==> src/rtl/ir_nec_pkg.sv <==
// NEC IR decoder shared definitions: FSM states and timing windows in microseconds.
// Latency: n/a (types and constants only).
// Backpressure: n/a.
package ir_nec_pkg;

  typedef enum logic [2:0] {
    ST_IDLE       = 3'd0,
    ST_LEAD_MARK  = 3'd1,
    ST_LEAD_SPACE = 3'd2,
    ST_BIT_MARK   = 3'd3,
    ST_BIT_SPACE  = 3'd4
  } nec_state_e;

  localparam int          WIDTH_W   = 14;
  localparam logic [13:0] WIDTH_MAX = 14'd16383;

  // Leader mark (nominal 9000 us).
  localparam logic [13:0] LEAD_MARK_MIN  = 14'd8000;
  localparam logic [13:0] LEAD_MARK_MAX  = 14'd10000;
  // Leader space of a data frame (nominal 4500 us).
  localparam logic [13:0] LEAD_SPACE_MIN = 14'd4000;
  localparam logic [13:0] LEAD_SPACE_MAX = 14'd5000;
  // Leader space of a repeat frame (nominal 2250 us).
  localparam logic [13:0] RPT_SPACE_MIN  = 14'd2000;
  localparam logic [13:0] RPT_SPACE_MAX  = 14'd2500;
  // Bit mark and logic-0 space (nominal 560 us).
  localparam logic [13:0] BIT_MIN        = 14'd400;
  localparam logic [13:0] BIT_MAX        = 14'd700;
  // Logic-1 space (nominal 1690 us).
  localparam logic [13:0] ONE_MIN        = 14'd1400;
  localparam logic [13:0] ONE_MAX        = 14'd1900;

  // Inclusive window test on a measured width.
  function automatic logic in_window(input logic [13:0] w, input logic [13:0] lo,
                                     input logic [13:0] hi);
    return (w >= lo) && (w <= hi);
  endfunction

endpackage

==> src/rtl/ir_pulse_timer.sv <==
// Synchronizes the IR line, strobes its edges and measures level widths in microseconds.
// Latency: edge strobes are combinational on the second sync flop (2 clk after the pin).
// Backpressure: none; free-running measurement.
module ir_pulse_timer
  import ir_nec_pkg::*;
#(
  parameter int CLK_FREQ_HZ = 50_000_000
) (
  input  logic                clk_i,
  input  logic                reset_i,
  input  logic                ir_i,
  output logic                rise_o,
  output logic                fall_o,
  output logic [WIDTH_W-1:0]  width_o
);

  localparam int DIV = (CLK_FREQ_HZ >= 2_000_000) ? (CLK_FREQ_HZ / 1_000_000) : 1;
  localparam int PW  = (DIV > 1) ? $clog2(DIV) : 1;
  localparam logic [PW-1:0] PRESC_LAST = PW'(DIV - 1);

  logic               sync1_q, sync2_q, prev_q;
  logic [PW-1:0]      presc_q, presc_d, presc_base;
  logic [WIDTH_W-1:0] width_q, width_d, width_base;
  logic               edge_s, tick_s;

  assign edge_s  = sync2_q ^ prev_q;
  assign rise_o  = sync2_q & ~prev_q;
  assign fall_o  = ~sync2_q & prev_q;
  assign width_o = width_q;

  // Prescaler and saturating width counter. The strobe cycle is already counted as the
  // first cycle of the new level, so a level held N us reads exactly N at its closing edge.
  always_comb begin
    presc_base = edge_s ? '0 : presc_q;
    width_base = edge_s ? '0 : width_q;
    tick_s     = (presc_base == PRESC_LAST);
    presc_d    = tick_s ? '0 : presc_base + PW'(1);
    width_d    = (tick_s && (width_base != WIDTH_MAX)) ? width_base + 14'd1 : width_base;
  end

  // Synchronizer, edge history and counters; the line idles high.
  always_ff @(posedge clk_i) begin
    if (reset_i) begin
      sync1_q <= 1'b1;
      sync2_q <= 1'b1;
      prev_q  <= 1'b1;
      presc_q <= '0;
      width_q <= '0;
    end else begin
      sync1_q <= ir_i;
      sync2_q <= sync1_q;
      prev_q  <= sync2_q;
      presc_q <= presc_d;
      width_q <= width_d;
    end
  end

endmodule

==> src/rtl/ir_nec_decoder.sv <==
// NEC IR frame decoder: leader/bit timing FSM, 32-bit shift, complement check, held outputs.
// Latency: code/repeat/error pulses 3 clk after the physical ir_input edge.
// Backpressure: none; events are single-cycle pulses that the consumer must catch.
module ir_nec_decoder
  import ir_nec_pkg::*;
#(
  parameter int CLK_FREQ_HZ = 50_000_000,
  parameter int TIMEOUT_US  = 12000
) (
  input  logic       clk,
  input  logic       reset,
  input  logic       ir_input,
  output logic       code_valid,
  output logic       repeat_pulse,
  output logic       frame_error,
  output logic [7:0] address,
  output logic [7:0] command
);

  localparam logic [13:0] TIMEOUT_W = 14'(TIMEOUT_US);

  logic               rise_s, fall_s;
  logic [WIDTH_W-1:0] width_s;

  nec_state_e  state_q, state_d;
  logic [4:0]  bitcnt_q, bitcnt_d;
  logic [31:0] shreg_q, shreg_d;
  logic [7:0]  addr_q, addr_d, cmd_q, cmd_d;
  logic        have_code_q, have_code_d;
  logic        cv_q, cv_d, rp_q, rp_d, fe_q, fe_d;

  logic        err_s, timeout_s, is_zero_s, is_one_s;
  logic [31:0] word_s;

  ir_pulse_timer #(
    .CLK_FREQ_HZ(CLK_FREQ_HZ)
  ) u_timer (
    .clk_i   (clk),
    .reset_i (reset),
    .ir_i    (ir_input),
    .rise_o  (rise_s),
    .fall_o  (fall_s),
    .width_o (width_s)
  );

  assign code_valid   = cv_q;
  assign repeat_pulse = rp_q;
  assign frame_error  = fe_q;
  assign address      = addr_q;
  assign command      = cmd_q;

  // Next-state logic: timeout has priority, then edge-driven window checks per state.
  always_comb begin
    state_d     = state_q;
    bitcnt_d    = bitcnt_q;
    shreg_d     = shreg_q;
    addr_d      = addr_q;
    cmd_d       = cmd_q;
    have_code_d = have_code_q;
    cv_d        = 1'b0;
    rp_d        = 1'b0;
    fe_d        = 1'b0;
    err_s       = 1'b0;

    is_zero_s = in_window(width_s, BIT_MIN, BIT_MAX);
    is_one_s  = in_window(width_s, ONE_MIN, ONE_MAX);
    word_s    = {is_one_s, shreg_q[31:1]};
    timeout_s = (state_q != ST_IDLE) && (width_s >= TIMEOUT_W);

    if (timeout_s) begin
      err_s = 1'b1;
    end else begin
      unique case (state_q)
        ST_IDLE: begin
          if (fall_s) state_d = ST_LEAD_MARK;
        end
        ST_LEAD_MARK: begin
          if (rise_s) begin
            if (in_window(width_s, LEAD_MARK_MIN, LEAD_MARK_MAX)) state_d = ST_LEAD_SPACE;
            else                                                   err_s   = 1'b1;
          end
        end
        ST_LEAD_SPACE: begin
          if (fall_s) begin
            if (in_window(width_s, LEAD_SPACE_MIN, LEAD_SPACE_MAX)) begin
              state_d  = ST_BIT_MARK;
              bitcnt_d = 5'd0;
            end else if (in_window(width_s, RPT_SPACE_MIN, RPT_SPACE_MAX)) begin
              // A repeat with no code decoded since reset has nothing to repeat.
              rp_d    = have_code_q;
              state_d = ST_IDLE;
            end else begin
              err_s = 1'b1;
            end
          end
        end
        ST_BIT_MARK: begin
          if (rise_s) begin
            if (is_zero_s) state_d = ST_BIT_SPACE;
            else           err_s   = 1'b1;
          end
        end
        ST_BIT_SPACE: begin
          if (fall_s) begin
            if (is_zero_s || is_one_s) begin
              shreg_d = word_s;
              if (bitcnt_q == 5'd31) begin
                // Falling edge of the stop mark closes the frame; its rising edge lands in IDLE.
                state_d = ST_IDLE;
                if ((word_s[15:8] == ~word_s[7:0]) && (word_s[31:24] == ~word_s[23:16])) begin
                  addr_d      = word_s[7:0];
                  cmd_d       = word_s[23:16];
                  have_code_d = 1'b1;
                  cv_d        = 1'b1;
                end else begin
                  err_s = 1'b1;
                end
              end else begin
                bitcnt_d = bitcnt_q + 5'd1;
                state_d  = ST_BIT_MARK;
              end
            end else begin
              err_s = 1'b1;
            end
          end
        end
        default: state_d = ST_IDLE;
      endcase
    end

    if (err_s) begin
      fe_d    = 1'b1;
      state_d = ST_IDLE;
    end
  end

  // State, datapath and output registers; reset discards any frame in flight.
  always_ff @(posedge clk) begin
    if (reset) begin
      state_q     <= ST_IDLE;
      bitcnt_q    <= '0;
      shreg_q     <= '0;
      addr_q      <= '0;
      cmd_q       <= '0;
      have_code_q <= 1'b0;
      cv_q        <= 1'b0;
      rp_q        <= 1'b0;
      fe_q        <= 1'b0;
    end else begin
      state_q     <= state_d;
      bitcnt_q    <= bitcnt_d;
      shreg_q     <= shreg_d;
      addr_q      <= addr_d;
      cmd_q       <= cmd_d;
      have_code_q <= have_code_d;
      cv_q        <= cv_d;
      rp_q        <= rp_d;
      fe_q        <= fe_d;
    end
  end

endmodule

==> config.mk <==
export PLATFORM = sky130hd
export DESIGN_NAME = ir_nec_decoder
export DESIGN_NICKNAME = d
export VERILOG_FILES = /design/src/rtl/ir_nec_pkg.sv /design/src/rtl/ir_pulse_timer.sv /design/src/rtl/ir_nec_decoder.sv
export SDC_FILE = /design/constraint.sdc
export NUM_CORES = 1
export LEC_CHECK = 0
export CAP_MARGIN = 40
export CORE_ASPECT_RATIO = 0.5
export CORE_MARGIN = 4
export CORE_UTILIZATION = 55
export CTS_CLUSTER_DIAMETER = 100
export DETAILED_ROUTE_END_ITERATION = 10
export DONT_BUFFER_PORTS = 1
export HOLD_SLACK_MARGIN = 0.06
export PLACE_DENSITY = 0.73
export SKIP_LAST_GASP = 1
export SYNTH_ARGS = -nofsm -noshare
export SYNTH_HDL_FRONTEND = slang
export SYNTH_HIERARCHICAL = 1
export SYNTH_SLANG_ARGS = --single-unit
==> constraint.sdc <==
create_clock -name clk -period 3.15 [get_ports clk]
set_input_delay 0.945 -clock clk [delete_from_list [all_inputs] [get_ports clk]]
set_output_delay 0.945 -clock clk [all_outputs]
set_load 0.02 [all_outputs]
==> summary.md <==
| Metric | Value |
|---|---|
| Status | `finished clean` |
| Seq cells post-synth | `82` |
| Detail Route Antenna Nets | `0` |
| Reg-to-Reg Start | `u_timer/width_o[9]$_SDFF_PP0_` |
| First DRT Iteration DRCs | `360` |
| Hold EP | `u_timer/sync2_q$_SDFF_PP1_` |
| # hold bufs at CTS | `0` |
| Vias in the first global route | `3,420` |
| Final min period | `2.86 ns` |
| Hold WC Path Type | `reg2reg` |
| Drt wl/cell | `between 15 and 20 um` |
| CTS tree | `done` |
| FF-to-FF setup slack | `0.29 ns` |
| Gpl congestion | `about 0.90` |
| Die height | `70.1 um` |
| Hold depth | `1` |
| Max-slew headroom | `0.445` |
| Fill cells | `663` |
| Fin nets | `520` |
| Post-cts gate resize count | `0` |
| Period utilisation layout | `0.909` |
| Syn nets | `530` |
| Post-Syn Area per Cell | `8.14 um^2` |
| Number of setup violations in the final report | `0` |
| CTS max path bufs | `2` |
| Hold Crit Start | `u_timer/sync1_q$_SDFF_PP1_` |
| Worst Setup Start Kind | `register` |
| Max frequency | `around 350 MHz` |
| Clock power frac | `0.464` |
| Reg2Reg Depth | `6` |
| CP arrival | `3.10 ns` |
| Port Buffers | `0` |
| H-tree depth | `3` |
| Reg power frac | `0.473` |
| Multi-input logic area | `0.00241 mm^2` |
| Dpl hpwl | `6.26 mm` |
| Root Buffer | `clkbuf_16` |
| Global-route wire length before repair | `around 16 mm` |
| Worst setup path category | `reg2reg` |
| Internal Power | `1750 uW` |
| Inserted Clock Buffers | `9` |
| Setup Skew | `0.00491 ns` |
| Starting Density | `0.572` |
| Register area | `0.00164 mm^2` |
| CP max FO | `15` |
| CP Capture Type | `register` |
| Clock Sinks | `82` |
| CP max stage cell | `a32oi_1` |
| Routed vias | `3,776` |
| TritonRoute pass-1 iters | `5` |
| Synth warn | `6` |
| Comb pwr share | `0.062` |
| Antenna cells | `0` |
| Detailed Route WL | `9.42 mm` |
| Hold Fails Final Rpt | `0` |
| Core ar. | `0.00740 mm^2` |
| Largest net degree at the start of global routing | `78` |
| Reg-to-reg endpoint | `state_q[1]$_SDFFE_PP0P_` |
| Overflow left after global routing | `0` |
| Num rows | `22` |
| Share of layout cells above drive strength 1 | `0.0951` |
| Worst skew pair latency | `0.34 ns` |
| Post-synthesis cell count | `between 500 and 600` |
| Chip Width | `~130 um` |
| I/O pin cnt | `22` |
| Switching power | `544 uW` |
| Synth Flop Type | `dfxtp_1` |
| Reg clk slew, reported paths | `0.06 ns` |
| Sw frac | `0.237` |
| Max cap viols | `0` |
| CP peak stage delay | `0.71 ns` |
| Setup slack after layout | `0.287 ns` |
| Post-synthesis cell area | `0.00424 mm^2` |
| Async SR Flop Fraction | `0` |
| Initial antenna violation count | `0` |
| Pre-CTS setup slack | `0.351 ns` |
| Full die area | `0.00925 mm^2` |
| EDFF count, synth | `0` |
| Netlist cell types | `65` |
| Pin slew with the least headroom to its limit | `about 0.83 ns` |
| Slew Limit Fails | `0` |
| P&R area growth vs syn | `8.80%` |
| DRC viols | `0` |
| Vias per cell | `6.18` |
| CP Data Required Time | `between 3 and 4 ns` |
| Sequential-to-total area share from yosys stat | `0.388` |
| Maximum vdd ir drop | `approximately 270 uV` |
| Final TNS setup | `0 ns` |
| RSZ-0062 raised after global routing | `no` |
| Crit path cell chain | `nor4bb_1 -> nand3_1 -> a32oi_1 -> a211oi_2 -> and3_1 -> a2111oi_2` |
| Tot GR Track Use | `0.211` |
| Leak Pwr | `0.00158 uW` |
| PD cells | `498 mW/mm^2` |
| Number of setup buffers added after CTS | `0` |
==> power by group through the flow <==
stage / combinational (uW) / clock, uW / sequential (uW)
final: 143 / 1060 / 1090
after floorplan: 154 / 0 / 1080
after global placement: 141 / 0 / 1110
after global routing: 162 / 1140 / 1090
after CTS: 143 / 1090 / 1080
after detailed placement: 143 / 0 / 1110
==> how the worst max path moves through the flow <==
stage / from / to / slack (ns) / cells after the start
2_1_floorplan: u_timer/sync2_q$_SDFF_PP1_ / u_timer/width_o[4]$_SDFF_PP0_ / 0.70 / 11
3_3_place_gp: u_timer/sync2_q$_SDFF_PP1_ / u_timer/width_o[12]$_SDFF_PP0_ / 0.33 / 8
3_5_place_dp: u_timer/sync2_q$_SDFF_PP1_ / u_timer/width_o[12]$_SDFF_PP0_ / 0.35 / 8
4_1_cts: u_timer/sync2_q$_SDFF_PP1_ / u_timer/width_o[12]$_SDFF_PP0_ / 0.33 / 8
5_1_grt: u_timer/width_o[9]$_SDFF_PP0_ / state_q[0]$_SDFFE_PP0P_ / 0.08 / 6
6_report: u_timer/width_o[9]$_SDFF_PP0_ / state_q[1]$_SDFFE_PP0P_ / 0.29 / 6
==> registers in the layout, indices dropped and copies added (netlist names) <==
signal	count
u_timer/prev_q	1
u_timer/sync1_q	1
repeat_pulse	1
frame_error	1
u_timer/sync2_q	1
u_timer/presc_q	6
address	8
shreg_q	31
bitcnt_q	5
state_q	3
command	8
u_timer/width_o	14
have_code_q	1
code_valid	1
==> layout make-up <==
type,count,area share
Inverter,7,0.00570
Multi-Input combinational cell,398,0.523
Clock inverter,5,0.0136
Tap cell,96,0.0261
Clock buffer,11,0.0527
Timing Repair Buffer,12,0.0231
Sequential cell,82,0.356
==> cells in the mapped netlist, types with 3 or more instances <==
cell type  number  area [um^2]
and3_1          8         50.1
nor4_1          6         37.5
nand4_1        17          106
buf_2           8         40.0
or4_1           6         45.0
ha_1            7         87.6
dfxtp_1        82         1640
nand3_1        31          155
o31ai_1         7         52.6
or2_2           4         25.0
buf_6           4         45.0
inv_1           7         26.3
nor2_1         14         52.6
a31o_2          3         26.3
o2111ai_1       3         26.3
clkbuf_1       20         75.1
and4_1          7         61.3
o21ai_0        28          140
a21oi_1        70          350
a31oi_1         6         37.5
xor2_1         19          166
and2_1         13         81.3
or3_1           5         31.3
nand2_1        80          300
nor3_1         10         50.1
nor2b_1         3         18.8
a211o_1         4         35.0
==> cells in the final DEF (no fill, tap or decap), types with 3 or more instances in the layout <==
cell and n:
a31o_2 3, nand3_1 31, o2111ai_1 3, and3_1 8, nor2b_1 3, nor4_1 5, nand2_1 80, o21ai_0 28
buf_4 10, a31oi_1 6, nor2_1 13, or4_1 6, o31ai_1 7, xor2_1 19, and2_1 13, ha_1 7
nand4_1 17, a211o_1 4, inv_1 7, dfxtp_1 82, and4_1 7, a21oi_1 70, or2_2 4, or3_1 5
nor3_1 10, clkbuf_16 9
==> cells by family after synthesis <==
group                      count (synthesis)  share of synthesized area
and+or+nand+nor                          220                      0.274
AOI/OAI and AO/OA                        150                      0.227
DFF                                       82                      0.388
buffers and inverters                     40                     0.0458
xor gates and xnor gates                  19                     0.0393
adders and majority gates                  7                     0.0207
muxes                                      2                    0.00502
==> per-stage QoR <==
step | cells | instance area [um^2] | total power (uW) | util | hold slack (ns)
finish | 611 | 4610 | 2290 | 0.622 | 0.421
global route | 611 | 4610 | 2390 | 0.622 | 0.433
CTS | 611 | 4610 | 2310 | 0.622 | 0.423
detailed placement | 595 | 4300 | 1250 | 0.581 | 0.404
global placement | 594 | 4290 | 1250 | 0.580 | 0.406
floorplan | 520 | 4240 | 1240 | - | 0.389
==> critical path: cells and delay by family, from the launching register on <==
kind | cells | cell delay, ns
AO/OA/AOI/OAI | 3 | 1.29
AND/OR/NAND/NOR | 3 | 0.79
flip-flops | 1 | 0.67
==> layer usage <==
metal	track usage	up-vias	wire length (um)
met1	0.283	1772	4580
met4	0.0733	0	117
li1	-	1901	-
met5	0	-	0
met2	0.326	91	4260
met3	0.0583	12	465
Power figures use the tool's default switching activity.
